File: src/rtl/pixel_gain.sv
`default_nettype none
// ============================================================================
// Module   : pixel_gain
// Brief    : Per-channel fixed-point pixel gain with round-half-up, saturation,
//            frame-synchronous gain/bypass update and per-frame clip counter.
// Revision : 1.0
// ============================================================================
module pixel_gain #(
    parameter int CHANNEL_COUNT = 3,
    parameter int PIXEL_WIDTH   = 8,
    parameter int GAIN_WIDTH    = 16,
    parameter int GAIN_FRAC     = 10,
    parameter int SAT_CNT_WIDTH = 24
) (
    input  logic                                 clk,
    input  logic                                 rst,
    input  logic [CHANNEL_COUNT*GAIN_WIDTH-1:0]  gain_i,
    input  logic                                 gain_wr_i,
    input  logic                                 bypass_i,
    input  logic [CHANNEL_COUNT*PIXEL_WIDTH-1:0] di_i,
    input  logic                                 de_i,
    input  logic                                 hs_i,
    input  logic                                 vs_i,
    output logic [CHANNEL_COUNT*PIXEL_WIDTH-1:0] do_o,
    output logic                                 de_o,
    output logic                                 hs_o,
    output logic                                 vs_o,
    output logic                                 sat_o,
    output logic [SAT_CNT_WIDTH-1:0]             sat_count_o
);

    localparam int c_pix_bus_w  = CHANNEL_COUNT * PIXEL_WIDTH;
    localparam int c_gain_bus_w = CHANNEL_COUNT * GAIN_WIDTH;
    localparam int c_prod_w     = PIXEL_WIDTH + GAIN_WIDTH;
    localparam int c_prod_bus_w = CHANNEL_COUNT * c_prod_w;
    localparam int c_res_w      = c_prod_w - GAIN_FRAC;
    localparam logic [GAIN_WIDTH-1:0] c_unity = GAIN_WIDTH'(1) << GAIN_FRAC;
    localparam logic [c_prod_w-1:0]   c_half  = c_prod_w'(1) << (GAIN_FRAC - 1);

    // Control registers
    logic [c_gain_bus_w-1:0]  pend_gain_q, pend_gain_d;
    logic                     pend_q, pend_d;
    logic [c_gain_bus_w-1:0]  act_gain_q, act_gain_d;
    logic                     act_byp_q, act_byp_d;

    // Pipeline registers; sync bundles are {vs, hs, de}
    logic [c_pix_bus_w-1:0]   s1_pix_q, s1_pix_d;
    logic [c_gain_bus_w-1:0]  s1_gain_q, s1_gain_d;
    logic                     s1_byp_q, s1_byp_d;
    logic [2:0]               s1_sync_q, s1_sync_d;
    logic [c_prod_bus_w-1:0]  s2_prod_q, s2_prod_d;
    logic [c_pix_bus_w-1:0]   s2_pix_q, s2_pix_d;
    logic                     s2_byp_q, s2_byp_d;
    logic [2:0]               s2_sync_q, s2_sync_d;
    logic [c_pix_bus_w-1:0]   do_q, do_d;
    logic [2:0]               sync_q, sync_d;
    logic                     sat_q, sat_d;

    // Saturation statistics
    logic                     vs_prev_q, vs_prev_d;
    logic [SAT_CNT_WIDTH-1:0] sat_cnt_q, sat_cnt_d;
    logic [SAT_CNT_WIDTH-1:0] sat_count_q, sat_count_d;

    logic [c_prod_bus_w-1:0]  w_prod;
    logic [c_pix_bus_w-1:0]   w_gained;
    logic [CHANNEL_COUNT-1:0] w_ch_sat;
    logic [SAT_CNT_WIDTH-1:0] w_cnt_inc;

    generate
        for (genvar n = 0; n < CHANNEL_COUNT; n++) begin : g_chan
            logic [c_res_w-1:0] w_res;

            assign w_prod[n*c_prod_w +: c_prod_w] =
                {{GAIN_WIDTH{1'b0}}, s1_pix_q[n*PIXEL_WIDTH +: PIXEL_WIDTH]} *
                {{PIXEL_WIDTH{1'b0}}, s1_gain_q[n*GAIN_WIDTH +: GAIN_WIDTH]};

            // Full-width product plus half LSB cannot wrap, so no guard bit is needed
            assign w_res = c_res_w'((s2_prod_q[n*c_prod_w +: c_prod_w] + c_half) >> GAIN_FRAC);
            assign w_ch_sat[n] = |w_res[c_res_w-1:PIXEL_WIDTH];
            assign w_gained[n*PIXEL_WIDTH +: PIXEL_WIDTH] =
                w_ch_sat[n] ? {PIXEL_WIDTH{1'b1}} : w_res[PIXEL_WIDTH-1:0];
        end
    endgenerate

    // A write always wins over an apply in the same cycle
    always_comb begin
        pend_gain_d = pend_gain_q;
        pend_d      = pend_q;
        act_gain_d  = act_gain_q;
        act_byp_d   = act_byp_q;
        if (gain_wr_i) begin
            pend_gain_d = gain_i;
            pend_d      = 1'b1;
        end else if (vs_i && pend_q) begin
            act_gain_d  = pend_gain_q;
            pend_d      = 1'b0;
        end
        if (vs_i) begin
            act_byp_d = bypass_i;
        end
    end

    always_comb begin
        s1_pix_d  = di_i;
        s1_sync_d = {vs_i, hs_i, de_i};
        s1_gain_d = act_gain_q;
        s1_byp_d  = act_byp_q;

        s2_prod_d = w_prod;
        s2_pix_d  = s1_pix_q;
        s2_sync_d = s1_sync_q;
        s2_byp_d  = s1_byp_q;

        do_d   = s2_byp_q ? s2_pix_q : w_gained;
        sync_d = s2_sync_q;
        sat_d  = s2_sync_q[0] && !s2_byp_q && (|w_ch_sat);
    end

    // Hit in the rising-edge cycle itself still belongs to the closing frame
    always_comb begin
        w_cnt_inc = sat_cnt_q;
        if (sync_q[0] && sat_q && (sat_cnt_q != {SAT_CNT_WIDTH{1'b1}})) begin
            w_cnt_inc = sat_cnt_q + SAT_CNT_WIDTH'(1);
        end
        vs_prev_d   = sync_q[2];
        sat_count_d = sat_count_q;
        sat_cnt_d   = w_cnt_inc;
        if (sync_q[2] && !vs_prev_q) begin
            sat_count_d = w_cnt_inc;
            sat_cnt_d   = '0;
        end
    end

    always_ff @(posedge clk) begin
        if (rst) begin
            pend_gain_q <= '0;
            pend_q      <= 1'b0;
            act_gain_q  <= {CHANNEL_COUNT{c_unity}};
            act_byp_q   <= 1'b0;
            s1_pix_q    <= '0;
            s1_gain_q   <= '0;
            s1_byp_q    <= 1'b0;
            s1_sync_q   <= '0;
            s2_prod_q   <= '0;
            s2_pix_q    <= '0;
            s2_byp_q    <= 1'b0;
            s2_sync_q   <= '0;
            do_q        <= '0;
            sync_q      <= '0;
            sat_q       <= 1'b0;
            vs_prev_q   <= 1'b0;
            sat_cnt_q   <= '0;
            sat_count_q <= '0;
        end else begin
            pend_gain_q <= pend_gain_d;
            pend_q      <= pend_d;
            act_gain_q  <= act_gain_d;
            act_byp_q   <= act_byp_d;
            s1_pix_q    <= s1_pix_d;
            s1_gain_q   <= s1_gain_d;
            s1_byp_q    <= s1_byp_d;
            s1_sync_q   <= s1_sync_d;
            s2_prod_q   <= s2_prod_d;
            s2_pix_q    <= s2_pix_d;
            s2_byp_q    <= s2_byp_d;
            s2_sync_q   <= s2_sync_d;
            do_q        <= do_d;
            sync_q      <= sync_d;
            sat_q       <= sat_d;
            vs_prev_q   <= vs_prev_d;
            sat_cnt_q   <= sat_cnt_d;
            sat_count_q <= sat_count_d;
        end
    end

    assign do_o        = do_q;
    assign de_o        = sync_q[0];
    assign hs_o        = sync_q[1];
    assign vs_o        = sync_q[2];
    assign sat_o       = sat_q;
    assign sat_count_o = sat_count_q;

endmodule
`default_nettype wire

File: config.mk
export PLATFORM = sky130hd
export DESIGN_NAME = pixel_gain
export DESIGN_NICKNAME = d
export VERILOG_FILES = /design/src/rtl/pixel_gain.sv
export SDC_FILE = /design/constraint.sdc
export NUM_CORES = 1
export LEC_CHECK = 0
export CORE_MARGIN = 1
export CORE_UTILIZATION = 34
export DETAILED_ROUTE_END_ITERATION = 12
export GPL_TIMING_DRIVEN = 0
export PLACE_DENSITY = 0.57
export SLEW_MARGIN = 20
export SYNTH_ARGS = -nofsm -noshare
export SYNTH_HDL_FRONTEND = slang
export SYNTH_SLANG_ARGS = --single-unit
File: constraint.sdc
create_clock -name clk -period 6.3 [get_ports clk]
set_clock_uncertainty 0.15 [all_clocks]
set_input_delay 1.89 -clock clk [delete_from_list [all_inputs] [get_ports clk]]
set_output_delay 1.89 -clock clk [all_outputs]
set_load 0.02 [all_outputs]
Word level (Yosys, flattened, before mapping)
Index checks and enable logic that the tools add are counted.

RAM bits: 0. Output and inout bits: 52. Bits in read-only memories: 0. Latch bits: 0. Logic and storage cells: 49. Memories kept: 0. Input bits: 79. Register bits: 351.

Shifts and indexed selects: 0. Equality and inequality tests: 1. Bitwise logic cells: 1. Order comparisons: 0. Mux-type cells: 7. Add/subtract/negate cells: 4. Div/mod/pow operators: 0. Reduce and logical (&&, ||, !) cells: 15. $mul: 3.

Operators with widths (count): 24-bit by 10-bit adder with 24-bit output, second input constant (3); 8-bit by 16-bit multiplier with 24-bit output (3); 24-bit two-way mux (2); 24-bit by 1-bit adder with 24-bit output, second input constant (1); 8-bit two-way mux (3); 24-bit inequality test, second input constant (1); 18-bit OR reduction (1); 6-bit OR reduction (3); 1-bit logical AND (6); 1-bit logical NOT (2); 1-bit two-way mux (2); 2-bit AND reduction (1); 2-bit nonzero test (1); 2-bit OR reduction (1); 1-bit NOT (1).

Depth between registers and ports, before layout
Depth in word-level cells: 4. Gate-level depth with buffers: 19. Depth with buffers taken out: 18.

Least setup slack after synthesis
No wires, ideal clock.

Path type: reg-to-reg. From: register s1_pix_q[18]. To: register s2_prod_q[71]. Cell stages (with the launch flop): 19. Library setup time: 0.062 ns. Arrival time: 4.679 ns. Setup slack: 1.410 ns. Required time: 6.088 ns. Buffers on the path: 1. Clock period less this slack: 4.890 ns. Path through: dfxtp_1 clkbuf_1 nand2_1 fa_1 fa_1 inv_1 fa_1 inv_1 fa_1 inv_1 ha_1 a21o_1 a221oi_2 a21oi_1 o31ai_2 or4_1 nand2_1 or4_1 nand3_1.

Cells in the longest elaborated chain, start to end: 1.

RTL lines: from (decl) (line 47) `logic [c_pix_bus_w-1:0] s1_pix_q, s1_pix_d;`; from (signal assigned) (line 159) `s1_pix_q <= s1_pix_d;`; 8-bit by 16-bit multiplier with 24-bit output (line 74) `{{GAIN_WIDTH{1'b0}}, s1_pix_q[n*PIXEL_WIDTH +: PIXEL_WIDTH]} *`; to (signal assigned) (line 163) `s2_prod_q <= s2_prod_d;`; to (decl) (line 51) `logic [c_prod_bus_w-1:0] s2_prod_q, s2_prod_d;`.

No other way between the ends. A chain may end at the register's enable or synchronous reset.

Worst setup path after layout
From: register s1_pix_q[20]. To: register s2_prod_q[71].

The elaborated chain is that of the path after synthesis.

==> results.py <==
metrics = {
    "layout": {
        "syn_to_final_growth_pct": 16.1,
        "diodes": 0,
        "fillers": 6263,
        "seqCellArea_um2": 6490,
        "fin_nets": 2986,
        "multi_input_area_um2": 14000,
        "drive_above_1_share_pct": 3.28,
    },
    "cts": {
        "postCtsHoldBufs": 0,
        "ctsResizeCount": 0,
        "cts_root_buffer": "clkbuf_16",
        "htree_levels": 2,
        "cts_buffer_depth": 3,
        "cts_made_buffers": 38,
        "clk_pin_slew_ns": 0.06,
        "tritoncts": "built",
        "insertion_delay_ns": 0.55,
        "cts_sinks": 324,
        "cts_setup_buffers": 0,
    },
    "synthesis": {
        "synth_top_cells_by_area": "dfxtp_1, fa_1, and2_1",
        "synth_edf_count": 0,
        "yosysSeqAreaShare_pct": 29.6,
        "synth_simple_gate_area_share_pct": 22.2,
        "synth_cell_types": 55,
        "synthMuxAreaShare_pct": 2.48,
        "synth_compound_area_share_pct": 6.07,
        "synth_top_family_by_area": "adder cells",
        "synthAdderAreaFrac_pct": 30.0,
        "avgSynthCellArea_um2": 9.29,
        "ys_seq_elements": 324,
        "yosysTopAreaCell": "dfxtp_1",
        "synth_cells": 2362,
        "synth-xor-area-share_pct": 3.19,
        "mappedNetlistArea_um2": 21900,
        "async_flop_share_pct": 0,
        "synth_top_area_share_pct": 29.6,
        "ys.flop_type": "dfxtp_1",
        "synthesis.nets": 2817,
        "yosys_warnings": 0,
    },
    "routing": {
        "wl_um": 55600,
        "wl_per_cell_um": 16.3,
        "routed_via_density": 4.68,
        "drtPass1Iterations": 7,
        "drtAntennaViolNets": 0,
        "drc": 0,
        "vias": 15900,
        "drtIter0Drc": 728,
    },
    "floorplan": {
        "chipHeight_um": 256,
        "die_area_um2": 65500,
        "initial_core_util_pct": 34.6,
        "core_area_um2": 63400,
        "rows": 92,
        "ioPinCount": 131,
        "die-width_um": 256,
    },
    "global_route": {
        "grt_overflow": 0,
        "grt_use_total_pct": 17.3,
        "antenna_found_initial": 0,
        "grt_max_degree": 14,
        "grt_pass1_vias": 16800,
        "grt_pass1_wl_um": 90100,
    },
    "timing": {
        "setup_viol": 0,
        "tns_ns": 0,
        "fin_crit_ns": 5.89,
        "rsz0062_at_grt": "false",
        "clock.fmax_mhz": 170,
        "finalHoldViolCount": 0,
        "drv_slew": 0,
        "tightest_slew_ns": 1.10,
        "post-route-period-util_pct": 93.5,
        "whs_ns": 0.284,
        "relSlewSlack_pct": 26.8,
    },
    "place": {
        "hpwl_um": 44900,
        "place_congestion": 0.862,
        "port_buffers": 129,
    },
    "setup_path": {
        "required_ns": 6.63,
        "critPathMaxFanout": 10,
        "critical_path_class": "reg2reg",
        "worstSetupEndpointType": "flop",
        "arrival_ns": 6.23,
        "worst_setup_path_start_kind": "flop",
    },
    "run_status": {
        "status": "finished, final reports clean",
    },
    "job": {
        "drv_cap": 0,
    },
    "power": {
        "power_frac_comb_pct": 7.2,
        "p_int_uw": 3450,
        "switchingPower_uw": 1130,
        "ir_worst_vdd_mv": 0.124,
        "p_leak_uw": 0.0116,
        "seq_power_share_pct": 47.2,
        "power.density_nw_per_um2": 180,
        "pwr-share-clk_pct": 45.6,
        "swShare_pct": 24.7,
    },
    "hold_path": {
        "hp-class": "reg2reg",
    },
}
[power groups by stage]
stage	sequential (uW)	combinational, uW	clock (uW)
global placement	2210	327	0
CTS	2160	334	2140
floorplan	2180	181	0
detailed placement	2210	333	0
global route	2170	364	2220
finish	2160	328	2090
[synth_stat cells (2+ instances only)]
cell type and number:
nor3_1 11, nor3b_1 2, nor2_2 2, clkbuf_1 75, xnor2_1 49, a31oi_1 11, and4_1 5, o21bai_1 5
o21ai_0 32, mux2_2 2, a211oi_1 5, nand4_1 11, nand2_1 222, nor2_4 7, o211ai_1 6, a211o_1 2
a21oi_1 108, nor2b_1 111, o21ai_1 10, xor2_1 31, o21a_1 4, and2_1 309, or2_2 4, buf_6 2
a21o_1 16, nor4_1 3, mux2i_1 52, nand2b_1 3, dfxtp_1 324, and3_1 16, o31ai_1 6, inv_1 297
ha_1 127, nor2_1 161, and4b_1 3, or3_1 6, a221oi_1 9, buf_1 6, fa_1 249, nand3_1 38
or4_1 5, and4_4 2
[per-layer routing]
metal  GRT usage [%]  share of wire (%)
met5               0                  0
met4            4.89                2.3
met1            22.3                 45
met3            2.71                4.1
met2            29.8                 48
[worst paths after layout]
kind | from | slack, ns | endpoint | cells after the start
worst max-delay path | s1_pix_q[20] | 0.41 | s2_prod_q[71] | 18
worst min-delay path | s2_sync_q[2] | 0.28 | sync_q[2] | 1
worst max register to register | s1_pix_q[20] | 0.41 | s2_prod_q[71] | 18
worst min register to register | s2_sync_q[2] | 0.28 | sync_q[2] | 1
[through the flow]
stage	cells	power (uW)	util (%)	setup slack (ns)	instance area [um2]
5_1_grt	3404	4760	40.2	0.00645	25500
6_report	3404	4580	40.2	0.407	25500
3_5_place_dp	3337	2540	38.3	0.420	24300
2_1_floorplan	2362	2360	-	1.41	21900
3_3_place_gp	3337	2530	38.3	0.418	24300
4_1_cts	3404	4640	40.2	0.386	25500
[cells in the final DEF (no fill, tap or decap), types with 6 or more instances in the layout]
master           count
nor2_4               7
and2_1             309
clkdlybuf4s50_1    129
o21ai_1             10
a21oi_1            108
nor2_1             161
nand4_1             11
ha_1               127
nand3_1             38
inv_1              297
and3_1              16
mux2i_1             52
nor2b_1            111
a221oi_1             9
nand2_1            222
xnor2_1             49
clkbuf_16           38
buf_1                6
nor3_1              11
or3_1                6
fa_1               249
a31oi_1             11
o21ai_0             32
dfxtp_1            324
clkbuf_1            83
o211ai_1             6
xor2_1              31
a21o_1              16
o31ai_1              6
[critical path: stages, from the launching register on]
cell and delay (ns):
dfxtp_1 0.63, clkbuf_1 0.55, nand2_1 0.14, fa_1 0.49, fa_1 0.54, inv_1 0.05, fa_1 0.47, inv_1 0.05
fa_1 0.47, inv_1 0.04, ha_1 0.28, a21o_1 0.19, a221oi_2 0.34, a21oi_1 0.17, o31ai_2 0.41, or4_1 0.18
nand2_1 0.11, or4_1 0.48, nand3_1 0.08
[final cells by class]
cell class / count / share of cell area [%]
Multi-Input combinational cell: 1658 / 55.0
Clock inverter: 18 / 0.648
Clock buffer: 49 / 4.01
Timing Repair Buffer: 129 / 5.07
Tap cell: 846 / 4.15
Sequential cell: 324 / 25.5
Buffer: 83 / 1.28
Inverter: 297 / 4.38
[sequential cells by signal, summed over array words and instances, names as in the netlist, 3 cells and up]
signal	flops
do_o	24
pend_gain_q	48
s1_sync_q	3
s2_pix_q	24
act_gain_q	48
s1_gain_q	48
sat_count_o	24
s1_pix_q	24
sync_q	3
s2_prod_q	45
s2_sync_q	3
sat_cnt_q	24
[kinds of logic (layout without fill, tap and decap cells)]
family,count (synthesis),count (layout)
muxes,54,54
AOI/OAI and AO/OA,224,224
buffers and inverters,380,576
xor gates and xnor gates,80,80
adders and majority gates,376,376
and+or+nand+nor,924,924
DFF,324,324
No activity file was read; power rests on OpenSTA's default activity.
